==> src/rtl/bus_seq_pkg.sv <==
// rtl/bus_seq_pkg.sv - shared codes and state type for the bus sequencer
// Purpose: bus source-select codes, opcodes, ALU operation codes and the
// sequencer state enum, imported by seq_decode and bus_sequencer.
package bus_seq_pkg;

    localparam logic [3:0] SEL_NONE = 4'd0;
    localparam logic [3:0] SEL_AR   = 4'd1;
    localparam logic [3:0] SEL_AC   = 4'd2;
    localparam logic [3:0] SEL_PC   = 4'd3;
    localparam logic [3:0] SEL_DR   = 4'd4;
    localparam logic [3:0] SEL_R    = 4'd5;
    localparam logic [3:0] SEL_IRAM = 4'd6;
    localparam logic [3:0] SEL_DRAM = 4'd7;

    localparam logic [3:0] OP_NOP   = 4'h0;
    localparam logic [3:0] OP_LDAC  = 4'h1;
    localparam logic [3:0] OP_STAC  = 4'h2;
    localparam logic [3:0] OP_MVACR = 4'h3;
    localparam logic [3:0] OP_MVRAC = 4'h4;
    localparam logic [3:0] OP_ADD   = 4'h5;
    localparam logic [3:0] OP_SUB   = 4'h6;
    localparam logic [3:0] OP_JMP   = 4'h7;
    localparam logic [3:0] OP_JMPZ  = 4'h8;
    localparam logic [3:0] OP_INCAC = 4'h9;
    localparam logic [3:0] OP_HALT  = 4'hF;

    localparam logic [2:0] ALU_PASS = 3'd0;
    localparam logic [2:0] ALU_ADD  = 3'd1;
    localparam logic [2:0] ALU_SUB  = 3'd2;
    localparam logic [2:0] ALU_INC  = 3'd3;

    typedef enum logic [3:0] {
        S_IDLE, S_F1, S_F2, S_DEC, S_EXE, S_OPA, S_OPB,
        S_MRD, S_WB, S_MWR, S_HALT, S_ERR
    } state_t;

endpackage

==> src/rtl/seq_decode.sv <==
// rtl/seq_decode.sv - combinational opcode classifier
// Purpose: sorts a 4-bit opcode into the instruction classes the sequencer
// branches on. NOP is the opcode that falls in no class.
// Ports: opcode (in, 4); is_reg, is_mem, is_jump, is_halt, illegal (out, 1 each).
module seq_decode
    import bus_seq_pkg::*;
(
    input  logic [3:0] opcode,
    output logic       is_reg,
    output logic       is_mem,
    output logic       is_jump,
    output logic       is_halt,
    output logic       illegal
);

    always_comb begin
        is_reg  = 1'b0;
        is_mem  = 1'b0;
        is_jump = 1'b0;
        is_halt = 1'b0;
        illegal = 1'b0;
        case (opcode)
            OP_NOP:                                        ;
            OP_LDAC, OP_STAC:                              is_mem  = 1'b1;
            OP_MVACR, OP_MVRAC, OP_ADD, OP_SUB, OP_INCAC:  is_reg  = 1'b1;
            OP_JMP, OP_JMPZ:                               is_jump = 1'b1;
            OP_HALT:                                       is_halt = 1'b1;
            default:                                       illegal = 1'b1;
        endcase
    end

endmodule

==> src/rtl/bus_sequencer.sv <==
// rtl/bus_sequencer.sv - fetch/decode/execute sequencer for the 16-bit bus
// Purpose: Moore FSM driving bus_sel, register strobes, alu_op and the
// data-RAM request/write qualifiers, one instruction at a time.
// Ports: clk, rst_n (async, active low), start, ir[15:0], z_flag, dram_ready in;
// bus_sel[3:0], ld_ar, ld_pc, inc_pc, ld_ir, ld_dr, ld_r, ld_ac, alu_op[2:0],
// dram_req, dram_we, busy, halted, err out.
// Option macro SEQ_WAIT_TIMEOUT_EN: abort a data-RAM wait into ERR after
// TIMEOUT_CYCLES not-ready cycles.
module bus_sequencer
    import bus_seq_pkg::*;
#(
    parameter int unsigned TIMEOUT_CYCLES = 255
) (
    input  logic        clk,
    input  logic        rst_n,
    input  logic        start,
    input  logic [15:0] ir,
    input  logic        z_flag,
    input  logic        dram_ready,
    output logic [3:0]  bus_sel,
    output logic        ld_ar,
    output logic        ld_pc,
    output logic        inc_pc,
    output logic        ld_ir,
    output logic        ld_dr,
    output logic        ld_r,
    output logic        ld_ac,
    output logic [2:0]  alu_op,
    output logic        dram_req,
    output logic        dram_we,
    output logic        busy,
    output logic        halted,
    output logic        err
);

    if (TIMEOUT_CYCLES == 0 || TIMEOUT_CYCLES > 255) begin : g_bad_timeout
        $error("TIMEOUT_CYCLES must be in 1..255");
    end

    state_t     state_q, state_d;
    // Opcode and zero flag are captured in DEC so EXE/OPB outputs come
    // from registers rather than from the ir/z_flag inputs.
    logic [3:0] op_q, op_d;
    logic       z_q, z_d;
    logic       is_reg, is_mem, is_jump, is_halt, illegal;
    logic       wait_expired;
    logic       unused_ir_operand;

    assign unused_ir_operand = ^ir[11:0];

    seq_decode u_decode (
        .opcode  (ir[15:12]),
        .is_reg  (is_reg),
        .is_mem  (is_mem),
        .is_jump (is_jump),
        .is_halt (is_halt),
        .illegal (illegal)
    );

`ifdef SEQ_WAIT_TIMEOUT_EN
    localparam logic [7:0] TIMEOUT_LIMIT = 8'(TIMEOUT_CYCLES);
    logic [7:0] wait_cnt_q, wait_cnt_d;

    // Counter is zero whenever no not-ready wait is in progress, so it is
    // already clear on entry to MRD/MWR.
    always_comb begin
        wait_cnt_d   = 8'd0;
        wait_expired = 1'b0;
        if ((state_q == S_MRD || state_q == S_MWR) && !dram_ready) begin
            wait_cnt_d   = wait_cnt_q + 8'd1;
            wait_expired = (wait_cnt_d == TIMEOUT_LIMIT);
        end
    end

    always_ff @(posedge clk or negedge rst_n) begin
        if (!rst_n) begin
            wait_cnt_q <= 8'd0;
        end else begin
            wait_cnt_q <= wait_cnt_d;
        end
    end
`else
    assign wait_expired = 1'b0;
`endif

    always_ff @(posedge clk or negedge rst_n) begin
        if (!rst_n) begin
            state_q <= S_IDLE;
            op_q    <= OP_NOP;
            z_q     <= 1'b0;
        end else begin
            state_q <= state_d;
            op_q    <= op_d;
            z_q     <= z_d;
        end
    end

    always_comb begin
        state_d = state_q;
        op_d    = op_q;
        z_d     = z_q;
        case (state_q)
            S_IDLE, S_HALT, S_ERR: if (start) state_d = S_F1;
            S_F1:  state_d = S_F2;
            S_F2:  state_d = S_DEC;
            S_DEC: begin
                op_d = ir[15:12];
                z_d  = z_flag;
                if (illegal)                state_d = S_ERR;
                else if (is_halt)           state_d = S_HALT;
                else if (is_reg)            state_d = S_EXE;
                else if (is_mem || is_jump) state_d = S_OPA;
                else                        state_d = S_F1;
            end
            S_EXE: state_d = S_F1;
            S_OPA: state_d = S_OPB;
            S_OPB: begin
                if (op_q == OP_LDAC)      state_d = S_MRD;
                else if (op_q == OP_STAC) state_d = S_MWR;
                else                      state_d = S_F1;
            end
            S_MRD: begin
                if (dram_ready)        state_d = S_WB;
                else if (wait_expired) state_d = S_ERR;
            end
            S_WB:  state_d = S_F1;
            S_MWR: begin
                if (dram_ready)        state_d = S_F1;
                else if (wait_expired) state_d = S_ERR;
            end
            default: state_d = S_IDLE;
        endcase
    end

    always_comb begin
        bus_sel  = SEL_NONE;
        ld_ar    = 1'b0;
        ld_pc    = 1'b0;
        inc_pc   = 1'b0;
        ld_ir    = 1'b0;
        ld_dr    = 1'b0;
        ld_r     = 1'b0;
        ld_ac    = 1'b0;
        alu_op   = ALU_PASS;
        dram_req = 1'b0;
        dram_we  = 1'b0;
        busy     = 1'b1;
        halted   = 1'b0;
        err      = 1'b0;
        case (state_q)
            S_IDLE: busy = 1'b0;
            S_F1: begin bus_sel = SEL_PC;   ld_ar = 1'b1; end
            S_F2: begin bus_sel = SEL_IRAM; ld_ir = 1'b1; inc_pc = 1'b1; end
            S_DEC: ;
            S_EXE: begin
                case (op_q)
                    OP_MVACR: begin bus_sel = SEL_AC; ld_r = 1'b1; end
                    OP_MVRAC: begin bus_sel = SEL_R;  ld_ac = 1'b1; alu_op = ALU_PASS; end
                    OP_ADD:   begin bus_sel = SEL_R;  ld_ac = 1'b1; alu_op = ALU_ADD; end
                    OP_SUB:   begin bus_sel = SEL_R;  ld_ac = 1'b1; alu_op = ALU_SUB; end
                    OP_INCAC: begin bus_sel = SEL_AC; ld_ac = 1'b1; alu_op = ALU_INC; end
                    default: ;
                endcase
            end
            S_OPA: begin bus_sel = SEL_PC; ld_ar = 1'b1; end
            S_OPB: begin
                bus_sel = SEL_IRAM;
                if (op_q == OP_LDAC || op_q == OP_STAC) begin
                    ld_ar  = 1'b1;
                    inc_pc = 1'b1;
                end else if (op_q == OP_JMP || z_q) begin
                    ld_pc = 1'b1;
                end else begin
                    inc_pc = 1'b1;
                end
            end
            // ld_dr is the one strobe qualified by dram_ready: DR captures
            // the RAM word only on the edge that completes the access.
            S_MRD: begin bus_sel = SEL_DRAM; dram_req = 1'b1; ld_dr = dram_ready; end
            S_WB:  begin bus_sel = SEL_DR; ld_ac = 1'b1; alu_op = ALU_PASS; end
            S_MWR: begin bus_sel = SEL_AC; dram_req = 1'b1; dram_we = 1'b1; end
            S_HALT: begin busy = 1'b0; halted = 1'b1; end
            S_ERR:  begin busy = 1'b0; err = 1'b1; end
            default: busy = 1'b0;
        endcase
    end

endmodule

==> config.mk <==
export PLATFORM = sky130hd
export DESIGN_NAME = bus_sequencer
export DESIGN_NICKNAME = d
export VERILOG_FILES = /design/src/rtl/bus_seq_pkg.sv /design/src/rtl/seq_decode.sv /design/src/rtl/bus_sequencer.sv
export SDC_FILE = /design/constraint.sdc
export NUM_CORES = 1
export LEC_CHECK = 0
export CAP_MARGIN = 5
export CELL_PAD_IN_SITES_DETAIL_PLACEMENT = 0
export CELL_PAD_IN_SITES_GLOBAL_PLACEMENT = 1
export CORE_ASPECT_RATIO = 1.2
export CORE_UTILIZATION = 29
export DETAILED_ROUTE_END_ITERATION = 8
export HOLD_SLACK_MARGIN = 0.05
export MAX_ROUTING_LAYER = met4
export PLACE_DENSITY = 0.79
export SYNTH_ARGS = -nofsm -noshare
export SYNTH_HDL_FRONTEND = slang
export SYNTH_SLANG_ARGS = --single-unit
==> constraint.sdc <==
create_clock -name clk -period 1.81 [get_ports clk]
set_input_delay 0.362 -clock clk [delete_from_list [all_inputs] [get_ports clk]]
set_output_delay 0.362 -clock clk [all_outputs]
set_load 0.05 [all_outputs]
; Yosys cells after proc, flatten, opt, wreduce, memory -nomap -nowiden
; Index checks and enable logic that the tools add are counted.
[word_totals]
inputBits = 21
register_bits = 9
elab_cells = 91
[classes]
reduce_logical = 19
eq_ne = 32
muxes = 37
[op_table]
columns = op, n
row1 = == test 4 x 3 -> 1 bit (second input constant), 12
row2 = one-hot mux 4 bit (9 select lines), 1
row3 = == test 4 bit (second input constant), 8
row4 = 2-to-1 mux 4 bit, 7
row5 = == test 4 x 2 -> 1 bit (second input constant), 6
row6 = 2-to-1 mux 1 bit, 20
row7 = one-hot mux 3 bit (6 select lines), 1
row8 = OR reduction 2 bit, 7
row9 = == test 4 x 1 -> 1 bit (second input constant), 3
row10 = OR reduction 11 bit, 1
row11 = OR reduction 9 bit, 1
row12 = logical NOT 4 bit, 2
row13 = 2-to-1 mux 3 bit, 2
row14 = inequality test 2 bit (second input constant), 3
row15 = one-hot mux 1 bit (2 select lines), 3
row16 = one-hot mux 2 bit (3 select lines), 1
row17 = one-hot mux 3 bit (2 select lines), 1
row18 = OR reduction 3 bit, 2
row19 = OR reduction 5 bit, 1
row20 = OR reduction 4 bit, 1
row21 = logical OR 1 bit, 3
row22 = AND reduction 3 bit, 1
row23 = 2-to-1 mux 2 bit, 1

; Depth between registers and ports, before layout
; Gate-level depths: netlist of the first run.
[logic_depth]
depth_word = 9
mapped_depth = 5
ltp_nobuf = 4

; Cells and area by module
; From an unflattened synthesis of the first run, not the netlist that was laid out.
[hier_totals]
hier_cells = 121
hier_area_um2 = 949.7
[modules_own_cells]
columns = module, area_per_inst_um2, cells_each, n_inst
row1 = bus_sequencer, 864.6, 108, 1
row2 = seq_decode, 85.1, 13, 1

; Worst setup path before layout of the first run
; OpenSTA, ideal clock, no wires.
[synth_path]
path_kind = register -> output
start = register state_q[0]
end = output ld_r
n_path_buf = 2
path_slack_ns = -0.954
arrival_ns = 2.402
t_required_ns = 1.448
stages_incl_launch_ff = 6
path_cell_list = dfrtp_1 > buf_2 > clkbuf_1 > nor2_1 > nand2_1 > nor4_1
[synth_between]
elab_chain_cells = 2
[synth_lines]
columns = item, line_no
row1 = from (decl), bus_sequencer.sv:40  ; state_t state_q, state_d;
row2 = from (signal assigned), bus_sequencer.sv:92  ; state_q <= state_d;
row3 = == test 4 x 3 -> 1 bit, bus_sequencer.sv:150  ; case (state_q)
row4 = 2-to-1 mux 1 bit, bus_sequencer.sv:150
row5 = to (decl), bus_sequencer.sv:26  ; output logic ld_r,
; No other way between the ends.

; Worst setup path in the final report of the first run
[layout_path]
start = register op_q[3]
end = output bus_sel[1]
[layout_between]
elab_chain_cells = 4
[layout_lines]
columns = item, line_no
row1 = from (decl), bus_sequencer.sv:43  ; logic [3:0] op_q, op_d;
row2 = from (signal assigned), bus_sequencer.sv:93  ; op_q <= op_d;
row3 = "== test 4 x 3 -> 1 bit, or another cell as far along", bus_sequencer.sv:156  ; case (op_q)
row4 = OR reduction 3 bit (no source line) / OR reduction 2 bit (equally long branches), -
row5 = one-hot mux 3 bit (2 select lines) (*), bus_sequencer.sv:156
row6 = one-hot mux 3 bit (6 select lines) (*), bus_sequencer.sv:150
row7 = to (decl), bus_sequencer.sv:20  ; output logic [3:0] bus_sel,
; Mark *: on every way between the ends. The rest lies on a longest branch, timed or not.

==> results of run 1 <==
-- critical path, stage by stage (launching register included) --
cell and delay (ps):
sky130_fd_sc_hd__dfrtp_2 460, sky130_fd_sc_hd__xnor2_1 170, sky130_fd_sc_hd__or4_4 440, sky130_fd_sc_hd__a221oi_4 330
sky130_fd_sc_hd__buf_12 180
-- repair_timing --
item / CTS / global route
pin swaps: 5 / 4
hold buffers: 0 / 0
buffers inserted: 2 / 2
resized for setup: 26 / 20
setup endpoints to repair: 16 / 17
hold endpoints to repair: 0 / 0
-- final cells by class --
class                           instances  area (um2)
Fill cell                             216         970
Multi-Input combinational cell         91         912
Timing Repair Buffer                   54         673
Sequential cell                         9         229
Tap cell                               34        42.5
Clock buffer                            4        26.3
Inverter                                3        11.3
-- registers in the layout, summed over array words and instances, names as in the netlist --
register  cells
op_q          4
state_q       4
z_q           1
-- path summary, 6_finish.rpt --
| kind | from | end | slack, ps | cells after the start |
|---|---|---|---|---|
| hold reg to reg | op_q[3] | op_q[3] | 660 | 1 |
| max in group asynchronous | rst_n | op_q[2] | 1100 | 1 |
| min in group clk | op_q[3] | op_q[3] | 660 | 1 |
| setup reg to reg | state_q[2] | state_q[2] | 50 | 6 |
| setup / recovery | op_q[3] | bus_sel[1] | -390 | 4 |
| hold / removal | rst_n | state_q[3] | 380 | 1 |
-- report_power, final --
part / internal (mW) / switching [mW]
registers: 0.311 / 0.147
clock network: 0.0851 / 0.0752
logic: 1.67 / 1.77
total: 2.06 / 2.00
-- routing by layer --
metal / routed length (um) / track usage [%] / vias up / part of all wire (%)
met3: 66 / 2.19 / 2 / 2.2
li1: - / - / 505 / -
met5: 0 / - / - / 0
met1: 1180 / 23.1 / 504 / 40
met2: 1680 / 34.3 / 21 / 57
met4: 14 / 1.64 / 0 / 0.48
-- cell families (layout without fill, tap and decap cells) --
family / after synthesis / count (layout) / share of synthesized area (%)
simple gates: 54 / 54 / 35.7
compound gates: 26 / 26 / 20.3
buf+inv: 13 / 61 / 7.98
flops: 9 / 9 / 25.2
mux: 6 / 6 / 7.42
xor+xnor: 3 / 3 / 2.94
other cells: 1 / 2 / 0.420
-- cell usage in the layout, fill, tap and decap left out, drive strengths merged, types with 2 or more instances in the layout --
cell	count
conb	2
buf	46
clkbuf	4
dfrtp	9
nand2	9
nor3b	3
nor4	2
mux2	5
o22ai	2
or4	2
nand3	2
a21oi	4
o32ai	2
nor2b	2
o21ai	5
a31oi	3
inv	3
and2	3
nor2	15
nand2b	5
clkdlybuf4s50	8
a2bb2oi	2
nor3	5
xnor2	2
o31ai	2
-- through the flow --
stage          hold slack [ps]  TNS (ps)
5_1_grt                    409     -2920
6_report                   385     -2040
3_5_place_dp               550      -439
2_1_floorplan             66.4      -676
3_3_place_gp               544      -240
4_1_cts                    407     -1850
==> flow_summary_export.csv, run 1 <==
group,metric,value,unit
clock_tree,worst_setup_hold_path_clk_slew,70,ps
finish,final_core_util,66.1,%
finish,antenna_cells,0,
finish,final_cell_area,1890,um2
yosys,synthArstFlopShare,100,%
place,placed_cell_area,1630,um2
run_status,violations,"negative setup slack",
routing,drt-vias-per-instance,5.29,
worst_setup_path,critical_path_required,1450,ps
routing,dr.pass1.iters,4,
run,max_cap_violations,0,
clock_tree,cts.root.buffer_cell,"sky130_fd_sc_hd__clkbuf_4",
place,gpl.final_weighted_congestion,0.773,
clock_tree,clock-sinks,9,
routing,first_iteration_detailed_routing_drc_count,16,
yosys,ff_latch_count_synth,9,
yosys,synth-edff-count,0,
worst_setup_path,critPathMaxFanout,6,
routing,finalWirelength,2.95,mm
sta,finalWorstPathRequiredPeriod,2200,ps
power_and_ir_drop,totalPowerFinal,4.06,mW
yosys,netlist_area,893,um2
global_routing,grt_use_total,19.1,%
worst_setup_path,path_class,"flip-flop to output pin",
sta,report.final.slew_viol_count,0,
worst_setup_path,worst-endpoint-arrival,1840,ps
finish,share_of_final_layout_standard_cells_stronger_than_drive_strength_1,59.6,%
worst_hold_path,timing.hold.worst.class,"input pin to async pin",
worst_setup_path,critPathCaptureType,"output pin",
routing,drcViolationCount,0,
finish,final_cell_count_no_fill,195,
place,placed_cells,188,
floorplanning,core.rowCount,21,
yosys,yosysWarningCount,0,
global_routing,first_global_vias,1034,
power_and_ir_drop,power-per-cell-area,2140,nW/um2
floorplanning,start_util,31.2,%
sta,final-hold-violation-count,0,
power_and_ir_drop,power.static_leakage,0.738,nW
floorplanning,die-area,3310,um2
yosys,synth.top_cells.by_area,"sky130_fd_sc_hd__dfrtp_1, sky130_fd_sc_hd__nor2_1, sky130_fd_sc_hd__mux2_2, sky130_fd_sc_hd__buf_4, sky130_fd_sc_hd__nand2_1",
routing,ant_nets,0,
sta,grt_setup_unrepaired,"true",
global_routing,number_of_antenna_violations_at_the_first_check_in_global_routing,0,
yosys,post-synth-top-count-cell,"sky130_fd_sc_hd__nor2_1",
yosys,synth_cells,112,
floorplanning,fp.dieW,52.7,um
finish,syn2layout_area_growth,112,%
routing,vias,1032,
worst_setup_path,timing.critical_path.from_type,"flip-flop",
sta,fin_ws,-395,ps
global_routing,grt_pass1_wl,4.80,mm
sta,fin_crit_sh,122,%
floorplanning,core_area,2860,um2
yosys,post-synth-top-area-fraction,25.2,%
sta,finClkSkew,10.4,ps
global_routing,grt_max_degree,18,
power_and_ir_drop,power.ir.vdd_worst,1460,uV
clock_tree,max-clock-path-buffers,2,
run_status,status,"complete, but fails checks",
clock_tree,tritoncts,"built",
global_routing,global_route.overflow_total,0,
routing,detail_route.wl_per_cell,15.1,um
floorplanning,chipHeight,62.8,um
place,numPortBuffers,25,
place,dp.final_hpwl,2.17,mm
finish,final_nets,183,
yosys,post_synth.cell_area_avg,7.98,um2
sta,setup_viol,11,
clock_tree,htree_levels,1,
yosys,ys_seq_area_share,25.2,%
yosys,leading_register_cell_type_out_of_synthesis,"sky130_fd_sc_hd__dfrtp_1",
yosys,synth.lib_cells_used.distinct,45,
yosys,synth.cells.most_frequent,"sky130_fd_sc_hd__nor2_1, sky130_fd_sc_hd__dfrtp_1, sky130_fd_sc_hd__nand2_1",
yosys,post-synth-top-area-cell,"sky130_fd_sc_hd__dfrtp_1",
clock_tree,cts_buffers,3,
clock_tree,insertion_delay,270,ps
place,post-place-ws,-124,ps
floorplanning,ios,40,
sta,max_freq,454,MHz
(Power assumes the default switching activity.)
==> inputs of run 2 (changes only) <==
- SLEW_MARGIN: not set -> 20
- clock period: 1.81 -> 2.1 ns (I/O delays scaled with it)
==> flow_summary_export.csv, run 2 (synthesis gave the netlist of run 1 again) <==
group,metric,value,unit
routing,ant_nets,0,
global_routing,grt_use_total,17.6,%
finish,final_cell_mix,"sky130_fd_sc_hd__buf_12, sky130_fd_sc_hd__nor2_1, sky130_fd_sc_hd__buf_4, sky130_fd_sc_hd__clkdlybuf4s50_1",
floorplanning,core_area,2860,um2
worst_setup_path,crit_path_cell_trace,"xnor2_1 -> or4_4 -> a221oi_4 -> buf_12",
worst_setup_path,timing.critical_path.from_type,"flip-flop",
worst_setup_path,worst_path_max_delay_cell,"sky130_fd_sc_hd__dfrtp_2",
clock_tree,insertion_delay,270,ps
global_routing,grt_pass1_wl,4.23,mm
sta,finalWorstPathRequiredPeriod,2240,ps
finish,flip_flop_and_latch_area,229,um2
worst_setup_path,critPathCaptureType,"output pin",
finish,final_nets,167,
finish,reg.largest.list,"op_q (4), state_q (4), z_q (1)",
clock_tree,cts_buffers,3,
floorplanning,ios,40,
floorplanning,start_util,31.2,%
floorplanning,die-area,3310,um2
power_and_ir_drop,power.static_leakage,0.618,nW
place,placed_cells,175,
global_routing,first_global_vias,941,
sta,fin_ws,-138,ps
sta,setup_viol,3,
finish,layout_commonest_cell,"sky130_fd_sc_hd__buf_12",
worst_setup_path,critical_path_required,1680,ps
clock_tree,max-clock-path-buffers,2,
routing,drcViolationCount,0,
sta,grt_setup_unrepaired,"true",
worst_hold_path,timing.hold.worst.class,"input pin to async pin",
worst_setup_path,crit-reg2reg-launch,"state_q[2]",
clock_tree,htree_levels,1,
worst_setup_path,worst-endpoint-arrival,1820,ps
worst_setup_path,cp-endpoint,"bus_sel[1]",
worst_setup_path,reg2reg_depth,5,
global_routing,grt_max_degree,22,
run,max_cap_violations,0,
sta,final-hold-violation-count,0,
worst_setup_path,critPathMaxFanout,6,
routing,first_iteration_detailed_routing_drc_count,30,
worst_setup_path,reg2reg_setup_slack,460,ps
sta,fin_crit_sh,107,%
global_routing,number_of_antenna_violations_at_the_first_check_in_global_routing,0,
power_and_ir_drop,power.ir.vdd_worst,986,uV
run_status,violations,"negative setup slack",
routing,drt-vias-per-instance,5.41,
sta,max_freq,447,MHz
clock_tree,clock-sinks,9,
floorplanning,core.rowCount,21,
floorplanning,fp.dieW,52.7,um
power_and_ir_drop,power-per-cell-area,1820,nW/um2
worst_setup_path,critPathLaunch,"op_q[3]",
finish,multi_input_comb_area,731,um2
routing,vias,969,
sta,report.final.slew_viol_count,0,
finish,share_of_final_layout_standard_cells_stronger_than_drive_strength_1,44.1,%
routing,finalWirelength,2.50,mm
routing,detail_route.wl_per_cell,13.9,um
worst_setup_path,slowest_delay,470,ps
finish,antenna_cells,0,
routing,dr.pass1.iters,4,
finish,fillerInstances,260,
place,post-place-ws,49.1,ps
run_status,status,"complete, but fails checks",
place,dp.final_hpwl,1.92,mm
place,gpl.final_weighted_congestion,0.852,
clock_tree,worst_setup_hold_path_clk_slew,70,ps
finish,syn2layout_area_growth,76.2,%
worst_setup_path,path_class,"flip-flop to output pin",
clock_tree,cts.root.buffer_cell,"sky130_fd_sc_hd__clkbuf_4",
floorplanning,chipHeight,62.8,um
worst_setup_path,r2r_end,"state_q[2]",
global_routing,global_route.overflow_total,0,
clock_tree,tritoncts,"built",
finish,final_cell_count_no_fill,179,
sta,finClkSkew,10.1,ps
place,numPortBuffers,25,
[run 2: changes by cell type in the layout (fill, tap and decap cells not counted), moves of 3 or more]
cell                     before  now
sky130_fd_sc_hd__buf_4       22   10
sky130_fd_sc_hd__buf_6        6    3
sky130_fd_sc_hd__nor2_1       8   13
sky130_fd_sc_hd__nor2_4       4    1
sky130_fd_sc_hd__nor3_4       4    1
[run 2: final cells by class]
type                    instances  share of cell area, %
repair buffers                 38                   33.9
well taps                      34                   2.70
multi-input cells              91                   46.4
clock buffers                   4                   1.67
inverters                       3                  0.715
flip-flops and latches          9                   14.5
[run 2: stage by stage]
step / utilization (%) / hold slack, ps / area [um2] / total power, mW / setup TNS, ps
floorplan: - / 124 / 930 / 1.65 / -697
global placement: 49.9 / 539 / 1430 / 2.45 / 0
detailed placement: 49.9 / 540 / 1430 / 2.48 / 0
CTS: 54.0 / 461 / 1550 / 2.81 / -350
global route: 55.0 / 481 / 1570 / 3.04 / -743
finish: 55.0 / 450 / 1570 / 2.86 / -328
[run 2: worst min path at each step]
stage	startpoint	endpoint	slack, ps	cells past startpoint
floorplan	rst_n	op_q[0]	120	0
global placement	z_q	z_q	540	1
detailed placement	z_q	z_q	540	1
CTS	rst_n	state_q[0]	460	1
global route	rst_n	state_q[2]	480	1
finish	rst_n	state_q[2]	450	1
[run 2: layer usage]
metal	vias to the layer above	share of wire, %	GRT usage, %
met2	28	57	29.7
met4	0	1.8	9.21
met5	-	0	-
met3	5	3.2	1.95
met1	471	38	19.5
li1	465	-	-
[run 2: timing repair]
| action | CTS | global route |
|---|---|---|
| cloned | 0 | 0 |
| buffers inserted | 2 | 0 |
| pin swaps | 7 | 6 |
| gates resized for setup | 17 | 10 |
| hold buffers | 0 | 0 |
| endpoints found under the setup margin | 6 | 9 |
[run 2: critical path, delay by kind of cell, from the launching register on]
family	cells	cell delay (ps)
AO/OA/AOI/OAI	1	340
XOR/XNOR	1	140
buffers and inverters	1	180
flip-flops	1	470
AND/OR/NAND/NOR	1	430
[run 2: power breakdown]
| part | leakage (nW) | internal (mW) | switching [mW] |
|---|---|---|---|
| clock network | 0.0150 | 0.0735 | 0.0669 |
| registers | 0.106 | 0.268 | 0.108 |
| logic | 0.497 | 1.09 | 1.25 |
| total | 0.618 | 1.43 | 1.42 |
